<file path="config.mk">
export PLATFORM = sky130hd
export DESIGN_NAME = result_sram_reader_flat
export DESIGN_NICKNAME = d
export VERILOG_FILES = /design/src/rtl/result_sram_reader_pkg.sv /design/src/rtl/result_sram_reader_if.sv /design/src/rtl/result_sram_reader_latency_pipe.sv /design/src/rtl/result_sram_reader.sv /design/src/flat_wrapper.sv
export SDC_FILE = /design/constraint.sdc
export NUM_CORES = 1
export LEC_CHECK = 0
export ABC_AREA = 1
export BUFFER_PORTS_ARGS = -buffer_cell sky130_fd_sc_hd__buf_2
export CAP_MARGIN = 20
export CORE_AREA = 2 2 111 124
export DETAILED_ROUTE_END_ITERATION = 7
export DIE_AREA = 0 0 113 126
export GPL_ROUTABILITY_DRIVEN = 0
export HOLD_SLACK_MARGIN = 0.06
export MAX_ROUTING_LAYER = met4
export PLACE_DENSITY = 0.77
export SYNTH_ARGS = -nofsm -noshare
export SYNTH_HDL_FRONTEND = slang
export SYNTH_SLANG_ARGS = --single-unit
</file>
<file path="constraint.sdc">
create_clock -name clk -period 1.8 [get_ports clk]
set_clock_uncertainty 0.15 [all_clocks]
set_input_delay 0.36 -clock clk [delete_from_list [all_inputs] [get_ports clk]]
set_output_delay 0.36 -clock clk [all_outputs]
set_load 0.01 [all_outputs]
</file>
<file path="src/rtl/result_sram_reader_pkg.sv">
// Shared types and geometry for the result SRAM reader.
package result_reader_pkg;

   localparam int SLOTS       = 64;
   localparam int SLOT_W      = 6;
   localparam int ADDR_W      = 10;
   localparam int STR_W       = 128;
   localparam int CNT_W       = 7;
   localparam int ADDR_STRIDE = 16;

   localparam logic [SLOT_W-1:0] LAST_SLOT = 6'd63;

   typedef enum logic [2:0] {
      S_IDLE,
      S_ISSUE,
      S_WAIT,
      S_PRESENT,
      S_DONE
   } state_e;

   function automatic logic [ADDR_W-1:0] slot_addr(input logic [SLOT_W-1:0] s);
      return ADDR_W'(ADDR_W'(s) * ADDR_W'(ADDR_STRIDE));
   endfunction

endpackage

</file>
<file path="src/rtl/result_sram_reader_if.sv">
// SRAM read port plus host record stream; master is the reader side.
interface result_sram_reader_if;
   import result_reader_pkg::*;

   logic              sram_grant;
   logic              read_enable;
   logic [0:ADDR_W-1] address;
   logic [0:STR_W-1]  read_data;
   logic              out_valid;
   logic              out_ready;
   logic [0:SLOT_W-1] out_slot;
   logic [0:STR_W-1]  out_str;
   logic [0:CNT_W-1]  out_count;

   modport master (
      input  sram_grant, read_data, out_ready,
      output read_enable, address, out_valid, out_slot, out_str, out_count
   );

   modport slave (
      output sram_grant, read_data, out_ready,
      input  read_enable, address, out_valid, out_slot, out_str, out_count
   );

endinterface

</file>
<file path="src/rtl/result_sram_reader_latency_pipe.sv">
// Valid shift register: capture_o rises exactly LAT cycles after strobe_i.
module read_latency_pipe #(
   parameter int LAT = 1
) (
   input  logic clk,
   input  logic rst,
   input  logic strobe_i,
   output logic capture_o
);

   logic [LAT-1:0] vld_pipe_q;
   logic [LAT-1:0] vld_pipe_d;

   assign vld_pipe_d = LAT'({vld_pipe_q, strobe_i});

   always_ff @(posedge clk) begin
      if (rst) vld_pipe_q <= '0;
      else     vld_pipe_q <= vld_pipe_d;
   end

   assign capture_o = vld_pipe_q[LAT-1];

endmodule

</file>
<file path="src/rtl/result_sram_reader.sv">
// Sweeps the 64 result slots, one SRAM read per slot, and streams each record out.
// Build option SKIP_EMPTY_EN: all-zero slots are dropped instead of presented.
module result_sram_reader
   import result_reader_pkg::*;
#(
   parameter int READ_LATENCY = 1
) (
   input  logic                clk,
   input  logic                rst,
   input  logic                start_i,
   output logic                busy_o,
   output logic                done_o,
   result_sram_reader_if.master bus
);

   state_e             state_q;
   logic [SLOT_W-1:0]  slot_q;
   logic [SLOT_W-1:0]  slot_d;
   logic [CNT_W-1:0]   count_q;
   logic               busy_q;
   logic               done_q;
   logic               out_valid_q;
   logic [SLOT_W-1:0]  out_slot_q;
   logic [STR_W-1:0]   out_str_q;
   logic [STR_W-1:0]   rdata;
   logic               issue;
   logic               capture;
   logic               last_slot;
   logic               slot_empty;

   assign issue     = (state_q == S_ISSUE) && bus.sram_grant;
   assign last_slot = (slot_q == LAST_SLOT);
   assign slot_d    = slot_q + SLOT_W'(1);
   assign rdata     = bus.read_data;

   // The pipe replaces a down-counter: its tail marks the cycle read_data is valid.
   read_latency_pipe #(
      .LAT (READ_LATENCY)
   ) u_lat (
      .clk       (clk),
      .rst       (rst),
      .strobe_i  (issue),
      .capture_o (capture)
   );

`ifdef SKIP_EMPTY_EN
   assign slot_empty = (rdata == '0);
`else
   assign slot_empty = 1'b0;
`endif

   always_ff @(posedge clk) begin
      if (rst) begin
         state_q     <= S_IDLE;
         slot_q      <= '0;
         count_q     <= '0;
         busy_q      <= 1'b0;
         done_q      <= 1'b0;
         out_valid_q <= 1'b0;
         out_slot_q  <= '0;
         out_str_q   <= '0;
      end else begin
         done_q <= 1'b0;
         unique case (state_q)
            S_IDLE: begin
               if (start_i) begin
                  state_q <= S_ISSUE;
                  slot_q  <= '0;
                  count_q <= '0;
                  busy_q  <= 1'b1;
               end
            end
            S_ISSUE: begin
               if (bus.sram_grant) state_q <= S_WAIT;
            end
            S_WAIT: begin
               if (capture) begin
                  if (slot_empty) begin
                     // Dropped slot: move straight on without touching the output register.
                     if (last_slot) begin
                        state_q <= S_DONE;
                        done_q  <= 1'b1;
                     end else begin
                        slot_q  <= slot_d;
                        state_q <= S_ISSUE;
                     end
                  end else begin
                     out_str_q   <= rdata;
                     out_slot_q  <= slot_q;
                     out_valid_q <= 1'b1;
                     state_q     <= S_PRESENT;
                  end
               end
            end
            S_PRESENT: begin
               if (bus.out_ready) begin
                  out_valid_q <= 1'b0;
                  count_q     <= count_q + CNT_W'(1);
                  if (last_slot) begin
                     state_q <= S_DONE;
                     done_q  <= 1'b1;
                  end else begin
                     slot_q  <= slot_d;
                     state_q <= S_ISSUE;
                  end
               end
            end
            S_DONE: begin
               state_q <= S_IDLE;
               busy_q  <= 1'b0;
            end
            default: begin
               state_q <= S_IDLE;
               busy_q  <= 1'b0;
            end
         endcase
      end
   end

   // Strobe and address follow the grant combinationally so the read lands in the granted cycle.
   assign bus.read_enable = issue;
   assign bus.address     = issue ? slot_addr(slot_q) : '0;
   assign bus.out_valid   = out_valid_q;
   assign bus.out_slot    = out_slot_q;
   assign bus.out_str     = out_str_q;
   assign bus.out_count   = count_q;
   assign busy_o          = busy_q;
   assign done_o          = done_q;

endmodule

</file>
<file path="src/flat_wrapper.sv">
// flat-port wrapper written by rule: the top's interface ports become plain ports
module result_sram_reader_flat import result_reader_pkg::*;
#(
   parameter int READ_LATENCY = 1
)
  (clk, rst, start_i, busy_o, done_o, bus_sram_grant, bus_read_data, bus_out_ready, bus_read_enable, bus_address, bus_out_valid, bus_out_slot, bus_out_str, bus_out_count);
  result_sram_reader_if bus_i ();
  input  logic clk;
  input  logic rst;
  input  logic start_i;
  output logic busy_o;
  output logic done_o;
  input wire logic [$bits(bus_i.sram_grant)-1:0] bus_sram_grant;
  input wire logic [$bits(bus_i.read_data)-1:0] bus_read_data;
  input wire logic [$bits(bus_i.out_ready)-1:0] bus_out_ready;
  output wire logic [$bits(bus_i.read_enable)-1:0] bus_read_enable;
  output wire logic [$bits(bus_i.address)-1:0] bus_address;
  output wire logic [$bits(bus_i.out_valid)-1:0] bus_out_valid;
  output wire logic [$bits(bus_i.out_slot)-1:0] bus_out_slot;
  output wire logic [$bits(bus_i.out_str)-1:0] bus_out_str;
  output wire logic [$bits(bus_i.out_count)-1:0] bus_out_count;
  assign bus_i.sram_grant = bus_sram_grant;
  assign bus_i.read_data = bus_read_data;
  assign bus_i.out_ready = bus_out_ready;
  assign bus_read_enable = bus_i.read_enable;
  assign bus_address = bus_i.address;
  assign bus_out_valid = bus_i.out_valid;
  assign bus_out_slot = bus_i.out_slot;
  assign bus_out_str = bus_i.out_str;
  assign bus_out_count = bus_i.out_count;
  result_sram_reader #(.READ_LATENCY(READ_LATENCY)) u_core (.clk(clk), .rst(rst), .start_i(start_i), .busy_o(busy_o), .done_o(done_o), .bus(bus_i));
endmodule
</file>
* Yosys cells after proc, flatten, opt, wreduce, memory -nomap -nowiden
Index checks and enable logic that the tools add are counted.
** Storage, ports and cells
- Register bits :: 154
- Word-level logic and storage cells :: 55
- Input bits :: 133
- Output and inout bits :: 155
** Operators by class
- Bitwise logic cells :: 3
- Reductions and logical operators :: 12
- Equality and inequality tests :: 9
- Add/sub/neg operators :: 2
- Mux-type cells :: 20
** Operator list (count)
- 6-bit two-way mux :: 3
- 3-bit two-way mux :: 5
- 7-bit two-way mux :: 2
- 7-bit case mux with 2 select lines :: 1
- 3-bit case mux with 4 select lines :: 1
- 6-bit case mux with 2 select lines :: 1
- 10-bit two-way mux :: 1
- 2-bit inequality test (second input constant) :: 5
- 4-bit AND reduction :: 2
- 7-bit by 1-bit adder with 7-bit output (second input constant) :: 1
- 6-bit by 1-bit adder with 6-bit output (second input constant) :: 1
- 3-bit by 2-bit == test with 1-bit output (second input constant) :: 2
- 6-bit == test (second input constant) :: 1
- 3-bit AND reduction :: 2
- 3-bit OR reduction :: 2
- 1-bit two-way mux :: 4
- 1-bit case mux with 2 select lines :: 2
- 2-bit AND reduction :: 2
- 2-bit nonzero test :: 2
- 3-bit by 1-bit == test with 1-bit output (second input constant) :: 1
- 3-bit logical NOT :: 1
- 1-bit inverter :: 3
- 1-bit logical AND :: 1

* Longest topological paths before layout
Gate-level depths: netlist of run 1.
- Word-level depth :: 4
- Gate-level depth with buffers :: 9
- Mapped depth without buffers :: 9

* By module
A second synthesis of run 1 with hierarchy kept.
** Second synthesis, totals
- Cell total of the unflattened synthesis :: 756
- Area, all modules :: 5895.7 µm²
** Modules (own cells, without submodules)
- result_sram_reader :: area each 5865.6 µm², sequential area each 3062.9 µm², cells an instance 753, instances 1
- read_latency_pipe :: area each 30.0 µm², sequential area each 20.0 µm², cells an instance 3, instances 1

* Worst setup path after synthesis of run 1
OpenSTA, ideal clock, no wires.
- Path type :: reg2out
- From :: register u_core.state_q[0]
- To :: output bus_address[4]
- Path buffers :: 0
- Data arrival time :: 1235 ps
- Setup slack :: 55 ps
- Stages on the path, launching flop included :: 7
- Required time :: 1290 ps
- Cell sequence :: dfxtp_1 inv_1 nor3_1 inv_1 nor2_1 inv_1 nor2_1
** Between the ends
- Cells in the longest elaborated chain, start to end :: 3
** Ends and longest elaborated chain
- start, declared :: RTL line result_sram_reader.sv:16 : state_e state_q;
- start signal, assigned :: RTL line result_sram_reader.sv:54 : state_q <= S_IDLE;
- start signal, assigned :: RTL line result_sram_reader.sv:67 : state_q <= S_ISSUE;
- start signal, assigned :: RTL line result_sram_reader.sv:74 : if (bus.sram_grant) state_q <= S_WAIT;
- 3-bit by 1-bit == test with 1-bit output :: RTL line result_sram_reader.sv:31 : assign issue = (state_q == S_ISSUE) && bus.sram_grant;
- 1-bit logical AND :: RTL line result_sram_reader.sv:31
- via bus_read_enable :: RTL line flat_wrapper.sv:16 : output wire logic [$bits(bus_i.read_enable)-1:0] bus_read_enable;
- 10-bit two-way mux :: RTL line result_sram_reader.sv:122 : assign bus.address = issue ? slot_addr(slot_q) : '0;
- end, declared :: RTL line flat_wrapper.sv:17 : output wire logic [$bits(bus_i.address)-1:0] bus_address;
The timed path passes the listed nets, and every way through them passes these cells.

* Worst setup path in the final report of run 1
- From :: register u_core.state_q[2]
- To :: output bus_address[9]
** Between the ends
- Cells in the longest elaborated chain, start to end :: 3
** Ends and longest elaborated chain (RTL line)
- 3-bit by 1-bit == test with 1-bit output :: result_sram_reader.sv:31
- 1-bit logical AND :: result_sram_reader.sv:31
- 10-bit two-way mux :: result_sram_reader.sv:122
No other way between the ends.

==> metrics, run 1 <==
status=complete, but fails checks; failing checks=design-rule violations, negative setup slack; count of different cell masters after synthesis=27; CTS max path bufs=2; io pins=288; Post-synth ARST share=0%; H-tree levels=4; Pint=6.36 mW; CP startpoint kind=flop; Final Worst Setup Slack=-0.199 ns; Synth area leaders=dfxtp_1 53%, a21oi_1 13%, o21ai_0 12%; drc violations=19; clock tree sinks=between 150 and 200; Layout fillers=1209; global route overflow=0; Crit. End Element=output pin; CP max FO=7; Post-synth top cells=155 x inv_1, 154 x dfxtp_1, 148 x a21oi_1, 140 x o21ai_0, 40 x nand2_1; Achievable Freq=500 MHz; CP Class=reg2out; Mapped Cells=746; top-count cell post-synth=inv_1; Reg-to-Reg Start=u_core.state_q[2]; final setup vio count=6; Via density=4.56; area growth from synthesis to final layout=40.8%; cell depth of the worst flop-to-flop path=6; Hold Crit Class=in2reg; area occupied by multi-input gates=0.00197 sq mm; Setup TNS Final=-1.14 ns; WHS=0.0704 ns; Worst Path Required=roughly 1.3 ns; DRT Pass-1 Iters=7; register share of total power=between 40% and 50%; Top FF cell, synth=dfxtp_1; combinational share of power=14.2%; Die Width=between 100 and 150 um; RSZ-0062 raised after global routing=true; Row Count=between 40 and 50; flops & latches, synth=about 150; DP HPWL=10500 um; switching fraction of total power=25.1%; Root Driver=clkbuf_16; Routed Antenna Nets=0; ratio of cells with drive above 1 in the final layout=between 30% and 40%; max-cap viol count=0; Initial Util=around 45%; initial antenna violation count=2; clock share of power=roughly 43%; die area=0.0142 sq mm; DRT Wirelength=15100 um; largest net degree at the start of global routing=104; WP data arrival=1.49 ns; Power Dens Cells=1030 mW/mm^2; DR iter-0 viols=~400; Post-synth EDFFs=0; Core ar.=0.0130 sq mm; top-area cell type share of the netlist area=52.8%; WHS Endpoint=u_core.bus.out_str[86]; CTS tree=done; TritonCTS buffer count=17; Hold Vio Cnt, Final=0; Cell Area, Synth=between 0.005 and 0.006 sq mm; clk slew on worst S/H paths=0.06 ns; HP Start=bus_read_data[41]; Port Buffers=283; area leader, netlist=dfxtp_1; Seq. cell area=0.00309 sq mm; Worst-Skew Late Latency=0.41 ns; total number of yosys warnings=0; leakage=3.75 nW; DR WL/cell=12.6 um; Pins Over Slew Limit=0; Syn Area/Cell=between 7 and 8 sq um; die height=126 um; Seq/Total Area, Yosys=52.8%; FF-to-FF setup slack=0.12 ns; post-route minimum period=2.00 ns; via count=5494; final worst-path cycle share=111%; Hold Path Stages=3; Layout Nets=1165; NetSw=2.14 mW; Reg-to-Reg End=u_core.bus.out_str[67]; GRT Overall Usage=21.6%; Worst VDD drop=~0.43 mV; global-route wire length before repair=~24000 um; vias in the first global route=5112
==> area by class of cell <==
type                            count  share of cell area [%]
Tap cell                          161                    2.45
Multi-Input combinational cell    388                    24.0
Inverter                          157                    7.22
Clock inverter                     10                    1.72
Clock buffer                       21                    5.85
Antenna cell                        2                  0.0609
Sequential cell                   154                    37.5
Timing Repair Buffer              312                    21.1
==> layer usage <==
layer,vias to the layer above,GRT usage (%),share of wire (%)
li1,2931,-,-
met1,2355,24.3,42
met2,182,36.1,49
met3,26,6.26,7.3
met4,0,8.61,2.2
met5,-,-,0
==> worst max-delay path by stage <==
stage / startpoint / endpoint / cells past startpoint
floorplan: u_core.state_q[0] / bus_address[4] / 6
CTS: u_core.state_q[2] / bus_address[9] / 6
global route: u_core.state_q[2] / bus_address[6] / 6
global placement: u_core.state_q[0] / bus_address[4] / 7
detailed placement: u_core.state_q[0] / bus_address[8] / 7
finish: u_core.state_q[2] / bus_address[9] / 6
==> critical path, cell delays in order, from the launching register on <==
cell	delay, ns
dfxtp_2	0.33
nor3_4	0.19
inv_2	0.08
nor2_4	0.13
inv_4	0.09
nor2_2	0.12
buf_2	0.13
==> kinds of logic (layout without fill, tap and decap cells) <==
group           after synthesis  in the layout  share of synthesized area (%)
other cells                   1              6                         0.0642
compound gates              290            290                           24.9
xor+xnor                      2              2                          0.300
fa+ha+maj                     2              2                          0.429
simple gates                 90             90                           7.31
flops                       154            154                           52.8
buf+inv                     207            500                           14.1
==> per-stage QoR <==
step | instance area, sq um | utilization (%) | setup WS (ns) | power, mW | cells
finish | 8220 | 63.3 | -0.199 | 8.50 | 1205
global route | 8220 | 63.3 | -0.291 | 8.91 | 1205
CTS | 8190 | 63.1 | -0.239 | 8.55 | 1203
detailed placement | 7410 | 57.0 | -0.00153 | 4.80 | 1157
global placement | 7410 | 57.0 | 0.0365 | 4.79 | 1157
floorplan | 5850 | - | 0.0549 | 4.36 | 749
==> power groups by stage <==
stage / sequential, mW / clock, mW / combinational [mW]
3_5_place_dp: 3.68 / 0 / 1.12
5_1_grt: 3.64 / 3.91 / 1.36
4_1_cts: 3.62 / 3.75 / 1.18
3_3_place_gp: 3.68 / 0 / 1.11
6_report: 3.62 / 3.68 / 1.21
2_1_floorplan: 3.74 / 0 / 0.617
==> registers in the layout, indices dropped and copies added (netlist names) <==
register and cells:
u_core.bus.out_count 7, u_core.bus.out_slot 6, u_core.bus.out_str 128, u_core.bus.out_valid 1, u_core.busy_o 1, u_core.done_o 1, u_core.slot_q 6, u_core.state_q 3
u_core.u_lat.capture_o 1
==> cells in the final DEF, fill, tap and decap left out, drive strengths merged, types with 2 or more instances in the layout <==
cell / n
conb: 4
clkbuf: 21
a21oi: 148
nor3: 3
buf: 298
dlygate4sd3: 14
inv: 156
o21ai: 140
dfxtp: 154
clkinvlp: 2
bufinv: 3
nand3: 11
clkinv: 6
diode: 2
nand2: 44
nor2: 28
ha: 2
==> repair_timing <==
action	4_1_cts	5_1_grt
pin swaps	2	0
hold buffers	14	0
hold endpoints to repair	14	0
setup endpoints to repair	7	8
gates resized for setup	8	9
buffers inserted	1	0
Power figures use the tool's default switching activity.
==> run 2, diff against run 1 <==
--- a/config.mk
+++ b/config.mk
@@ -8,13 +8,14 @@
 export ABC_AREA = 1
 export BUFFER_PORTS_ARGS = -buffer_cell sky130_fd_sc_hd__buf_2
 export CAP_MARGIN = 20
-export CORE_AREA = 2 2 111 124
+export CORE_AREA = 2 2 110 122
+export CTS_BUF_LIST = sky130_fd_sc_hd__clkbuf_8
 export DETAILED_ROUTE_END_ITERATION = 7
-export DIE_AREA = 0 0 113 126
+export DIE_AREA = 0 0 112 124
 export GPL_ROUTABILITY_DRIVEN = 0
 export HOLD_SLACK_MARGIN = 0.06
 export MAX_ROUTING_LAYER = met4
-export PLACE_DENSITY = 0.77
+export PLACE_DENSITY = 0.78
 export SYNTH_ARGS = -nofsm -noshare
 export SYNTH_HDL_FRONTEND = slang
 export SYNTH_SLANG_ARGS = --single-unit
==> metrics, run 2 (synthesized netlist as in run 1, its figures left out) <==
clock tree sinks=154 (unchanged); initial antenna violation count=1 (-1); CTS max path bufs=2 (unchanged); WP data arrival=2.32 ns (+0.83 ns); CP Class=reg2reg; Initial Util=46.4% (+1.4 points); Core ar.=0.0126 sq mm (-3.1%); final worst-path cycle share=117% (+5.7 points); failing checks=negative setup slack; max-cap viol count=0 (unchanged); CP startpoint kind=flop; post-route minimum period=2.10 ns (+0.103 ns); global route overflow=0 (unchanged); Reg-to-Reg End=u_core.state_q[1]; Setup TNS Final=-1.66 ns (-0.519 ns); H-tree levels=4 (unchanged); CP Launch Point=u_core.state_q[2]; Worst VDD drop=0.592 mV (+36%); Worst-Skew Late Latency=0.43 ns (+0.02 ns); area growth from synthesis to final layout=57.0%; Root Driver=clkbuf_8; cell depth of the worst flop-to-flop path=14 (+8); FF-to-FF setup slack=-0.30 ns (-0.42 ns); CTS tree=done; final setup vio count=8 (+2); Final Worst Setup Slack=-0.302 ns (-0.103 ns); commonest cells after routing, fill and taps aside=281 x buf_2, 157 x inv_1, 152 x dfxtp_1; status=complete, but fails checks; Routed Antenna Nets=0 (unchanged); RSZ-0062 raised after global routing=true; Worst Path Required=2.02 ns (+0.73 ns); DRT Pass-1 Iters=5 (-2); Port Buffers=283 (unchanged); Via density=4.84 (+6.1%); clk slew on worst S/H paths=0.08 ns (+0.02 ns); die area=0.0139 sq mm (-2.5%); Row Count=43 (-2.3%); Achievable Freq=476 MHz (-4.9%); via count=6391 (+16%); max reg flops=128 (unchanged); DP HPWL=10700 um (+2.2%); die height=124 um (-1.6%); drc violations=0 (-19); Die Width=112 um (-0.88%); DR WL/cell=14.3 um (+14%); CP max FO=2 (-5); DR iter-0 viols=463 (+15%); DRT Wirelength=18800 um (+24%); Hold Crit Class=in2reg; ratio of cells with drive above 1 in the final layout=31.4% (-2.5 points); io pins=288 (unchanged); Layout Nets=1285 (+10%); vias in the first global route=6103 (+19%); most common cell after layout, fill and taps aside=buf_2; Hold Vio Cnt, Final=0 (unchanged); leakage=4.16 nW (+11%); Reg-to-Reg Start=u_core.state_q[2]; largest net degree at the start of global routing=89 (-14%); Power Dens Cells=845 mW/mm^2 (-18%); crit path capture=u_core.state_q[1]; Util after Layout=72.8% (+9.5 points); global-route wire length before repair=28700 um (+19%); GRT Overall Usage=26.7% (+5.1 points); TritonCTS buffer count=17 (unchanged); Crit. End Element=flop; Pins Over Slew Limit=0 (unchanged)
==> run 2: changes by cell type in the layout (fill, tap and decap cells not counted), moves of 2 or more <==
cell,before,now
clkbuf_16,17,0
inv_1,151,157
clkinv_4,3,0
clkbuf_8,4,20
o21ai_0,138,140
nor2_2,2,4
inv_6,0,2
nor2_1,21,18
buf_4,10,22
buf_6,1,3
o21ai_1,2,0
dlygate4sd3_1,14,122
==> run 2: layout make-up <==
type,count,area (sq um)
diodes,1,2.50
clock buffers,20,275
clock inverters,12,109
fillers,914,3430
inverters,157,596
multi-input cells,388,1990
flip-flops and latches,154,3090
well taps,157,196
repair buffers,432,2910
==> run 2: worst max-delay path, cell delays in order (launching register included) <==
cell	delay, ns
dfxtp_2	0.34
nor3_4	0.20
inv_2	0.08
buf_4	0.13
buf_4	0.12
buf_4	0.12
buf_4	0.12
buf_4	0.12
buf_4	0.12
buf_4	0.12
buf_4	0.12
buf_4	0.12
nand3_2	0.06
nand2_1	0.05
nor2_1	0.08
==> run 2: how the worst min path moves through the flow <==
stage | slack (ns) | endpoint | cells past startpoint | start
after floorplan | 0.31 | u_core.slot_q[3] | 2 | u_core.slot_q[3]
after global placement | 0.28 | u_core.bus.out_str[121] | 2 | u_core.bus.out_str[121]
after detailed placement | 0.28 | u_core.bus.out_str[87] | 2 | u_core.bus.out_str[87]
after CTS | 0.06 | u_core.bus.out_str[6] | 3 | bus_read_data[121]
after global routing | 0.09 | u_core.bus.out_str[71] | 3 | bus_read_data[56]
final | 0.09 | u_core.bus.out_str[70] | 3 | bus_read_data[57]
==> run 2: timing repair <==
action | in CTS | in global routing
endpoints found under the setup margin | 7 | 38
hold buffers | 122 | 0
buffers inserted | 10 | 3
resized for setup | 12 | 12
endpoints found under the hold margin | 122 | 0
pin swaps | 2 | 2
==> run 2: per-stage QoR <==
step	hold WS (ns)	area (sq um)	power (mW)	std cells	setup slack, ns
global placement	0.277	7390	4.76	1153	0.0829
CTS	0.0633	9100	7.70	1317	-0.296
detailed placement	0.281	7390	4.78	1153	-0.0316
global route	0.0853	9160	8.13	1321	-0.423
finish	0.0935	9160	7.74	1321	-0.302
floorplan	0.314	5850	4.36	749	0.0549
==> run 2: where the power goes <==
part           internal (mW)  switching [mW]  total, mW  leakage, nW
logic                  0.779           0.824       1.60         2.70
clock network           1.31            1.21       2.52        0.217
registers               3.54          0.0798       3.62         1.24
total                   5.63            2.11       7.74         4.16
==> run 2: routing by layer <==
layer / GRT usage [%] / vias up / part of all wire (%)
li1: - / 3174 / -
met1: 28.2 / 2871 / 39
met2: 46.1 / 280 / 51
met3: 7.30 / 66 / 6.4
met4: 14.2 / 0 / 3.9
met5: - / - / 0
==> run 3, diff against run 2 <==
--- a/config.mk
+++ b/config.mk
@@ -5,17 +5,17 @@
 export SDC_FILE = /design/constraint.sdc
 export NUM_CORES = 1
 export LEC_CHECK = 0
-export ABC_AREA = 1
 export BUFFER_PORTS_ARGS = -buffer_cell sky130_fd_sc_hd__buf_2
 export CAP_MARGIN = 20
-export CORE_AREA = 2 2 110 122
+export CORE_AREA = 2 2 107 119
 export CTS_BUF_LIST = sky130_fd_sc_hd__clkbuf_8
 export DETAILED_ROUTE_END_ITERATION = 7
-export DIE_AREA = 0 0 112 124
+export DIE_AREA = 0 0 109 121
 export GPL_ROUTABILITY_DRIVEN = 0
 export HOLD_SLACK_MARGIN = 0.06
 export MAX_ROUTING_LAYER = met4
-export PLACE_DENSITY = 0.78
+export PLACE_DENSITY = 0.8
+export SKIP_CTS_REPAIR_TIMING = 1
 export SYNTH_ARGS = -nofsm -noshare
 export SYNTH_HDL_FRONTEND = slang
 export SYNTH_SLANG_ARGS = --single-unit
==> metrics, run 3 <==
status=complete, but fails checks; failing checks=negative setup slack; Die Width=109 um (-2.7%); Hold Crit Class=in2reg; Port Buffers=283 (unchanged); Crit. End Element=output pin; Achievable Freq=471 MHz (-0.90%); Critical Path, Cell by Cell=buf_6 > nand2b_4 > nor3_4 > buf_6 > and2_4 > buf_6; CP Launch Point=u_core.state_q[1]; global route overflow=0 (unchanged); DR WL/cell=16.0 um (+12%); leakage=3.99 nW (-4.1%); clk slew on worst S/H paths=0.08 ns (about the same); Pins Over Slew Limit=0 (unchanged); Top FF cell, synth=dfxtp_1; Worst-Margin Slew=about 0.57 ns; Via density=5.13 (+6.0%); Post-synth EDFFs=0 (unchanged); Synth area leaders=dfxtp_1 56%, nand2_1 19%, a21oi_1 13%; die area=0.0132 sq mm (-5.0%); post-route minimum period=2.12 ns (+0.0191 ns); Layout Nets=1241 (-3.4%); adder-cell area share of the yosys netlist=0.452% (+0.024 points); CP dominant cell by count=buf_6; GRT Overall Usage=23.8% (-2.9 points); area growth from synthesis to final layout=64.3%; max-cap viol count=0 (unchanged); multiplexer share of the synthesized area=0.181% (+0.18 points); max incr delay on CP=0.33 ns (about the same); DRT Wirelength=20500 um (+8.6%); Worst-Skew Late Latency=0.44 ns (about the same); count of different cell masters after synthesis=38 (+41%); FF-to-FF setup slack=0.08 ns (+0.38 ns); xor and xnor area share after synthesis=0.158% (-0.14 points); Seq/Total Area, Yosys=55.7% (+2.9 points); flops & latches, synth=154 (unchanged); WP data arrival=1.61 ns (-0.71 ns); pre-CTS WS=-0.134 ns (-0.102 ns); drc violations=0 (unchanged); Power Dens Cells=763 mW/mm^2 (-9.7%); top-area cell type share of the netlist area=55.7% (+2.9 points); DR iter-0 viols=545 (+18%); area leader, netlist=dfxtp_1; CTS max path bufs=2 (unchanged); die height=121 um (-2.4%); total number of yosys warnings=0 (unchanged); io pins=288 (unchanged); Post-synth top cells=277 x nand2_1, 154 x dfxtp_1, 143 x a21oi_1, 39 x clkbuf_1, 8 x buf_2; largest net degree at the start of global routing=88 (-1.1%); vias in the first global route=5143 (-16%); CP startpoint kind=flop; final setup vio count=7 (-1); Worst VDD drop=0.679 mV (+15%); cell depth of the worst flop-to-flop path=5 (-9); final worst-path cycle share=118% (+1.1 points); Hold Vio Cnt, Final=0 (unchanged); Layout fillers=727 (-20%); largest family of logic cells by synthesized area=simple AND/OR/NAND/NOR gates; via count=6541 (+2.3%); DP HPWL=11300 um (+4.9%); ratio of cells with drive above 1 in the final layout=32.0% (+0.58 points); total chip power=6.93 mW (-10%); Root Driver=clkbuf_8; Rel. slew slack=62.3%; simple logic cell fraction of the synthesized area=23.1% (+16 points); CP max-delay cell=dfxtp_2; Final Worst Setup Slack=-0.321 ns (-0.0191 ns); Reg-to-Reg Start=u_core.state_q[0]; TritonCTS buffer count=17 (unchanged); Mapped Cells=698 (-6.4%); Syn Area/Cell=7.92 sq um (+1.3%); Row Count=42 (-2.3%); top-count cell post-synth=nand2_1; Compound-Gate Fraction of Synth Area=16.0% (-8.9 points); commonest cells after routing, fill and taps aside=277 x nand2_1, 277 x buf_2, 152 x dfxtp_1; Cell Area, Synth=0.00553 sq mm (-5.2%); Routed Antenna Nets=0 (unchanged); CTS tree=done; CP Class=reg2out; crit path capture=bus_address[7]; Initial Util=46.4% (about the same); Core ar.=0.0119 sq mm (-5.2%); global-route wire length before repair=23700 um (-17%); RSZ-0062 raised after global routing=true; H-tree levels=4 (unchanged); Worst Path Required=1.29 ns (-0.73 ns); Reg-to-Reg End=u_core.bus.out_count[1]; initial antenna violation count=3 (+2); CP max FO=7 (+5); Post-synth ARST share=0% (unchanged); clock tree sinks=154 (unchanged); DRT Pass-1 Iters=6 (+1); max reg flops=128 (unchanged)
## run 3: final cells by class
class                      count  area (sq um)  share of cell area [%]
timing repair buffer         438          3040                    33.5
tap                          154           193                    2.12
multi-input combinational    490          2290                    25.2
clock buffer                  22           303                    3.33
clock inverter                 8           141                    1.56
inverter                       5          18.8                   0.207
antenna                        4          10.0                   0.110
sequential                   154          3090                    34.0
## run 3: cell families after synthesis
kind of cell / Yosys count
other: 1
flip-flops: 154
buffers and inverters: 57
multiplexers: 1
AO/OA/AOI/OAI: 166
adder cells (fa/ha/maj): 2
AND/OR/NAND/NOR: 316
XOR/XNOR: 1
## run 3: power by group
| group | internal, mW | switching, mW | total [mW] |
|---|---|---|---|
| Combinational | 0.363 | 0.246 | 0.610 |
| Sequential | 3.42 | 0.0114 | 3.43 |
| Clock | 1.68 | 1.21 | 2.89 |
| Total | 5.46 | 1.47 | 6.93 |
## run 3: layer usage
metal  global-route usage [%]  vias up  wire, um
met5                        -        -         0
met4                     14.8        0       755
met3                     8.54       69      2020
met2                     36.5      377     10100
met1                     26.1     2993      7600
li1                         -     3102         -
## run 3: worst min path at each step
| stage | from | to | slack [ns] | depth (start not counted) |
|---|---|---|---|---|
| floorplan | u_core.slot_q[3] | u_core.slot_q[3] | 0.32 | 1 |
| global placement | u_core.bus.out_str[122] | u_core.bus.out_str[122] | 0.29 | 2 |
| detailed placement | u_core.bus.out_str[12] | u_core.bus.out_str[12] | 0.29 | 2 |
| CTS | bus_read_data[123] | u_core.bus.out_str[4] | -0.05 | 3 |
| global route | bus_out_ready | u_core.state_q[2] | 0.19 | 3 |
| finish | bus_out_ready | u_core.state_q[2] | 0.19 | 3 |
## run 3: metrics by stage
| step | instances | util (%) | hold slack, ns | instance area, sq um | setup TNS, ns |
|---|---|---|---|---|---|
| after floorplan | 701 | - | 0.317 | 5550 | 0 |
| after global placement | 1109 | 60.6 | 0.288 | 7230 | -0.163 |
| after detailed placement | 1109 | 60.6 | 0.293 | 7230 | -0.221 |
| after CTS | 1139 | 64.3 | -0.0458 | 7670 | -2.76 |
| after global routing | 1274 | 76.1 | 0.194 | 9080 | -2.54 |
| final | 1275 | 76.2 | 0.194 | 9090 | -1.98 |
## run 3: critical path: cells and delay by family, from the launching register on
| kind | cells | cell delay [ns] |
|---|---|---|
| buffers and inverters | 3 | 0.37 |
| DFF | 1 | 0.33 |
| and+or+nand+nor | 3 | 0.46 |
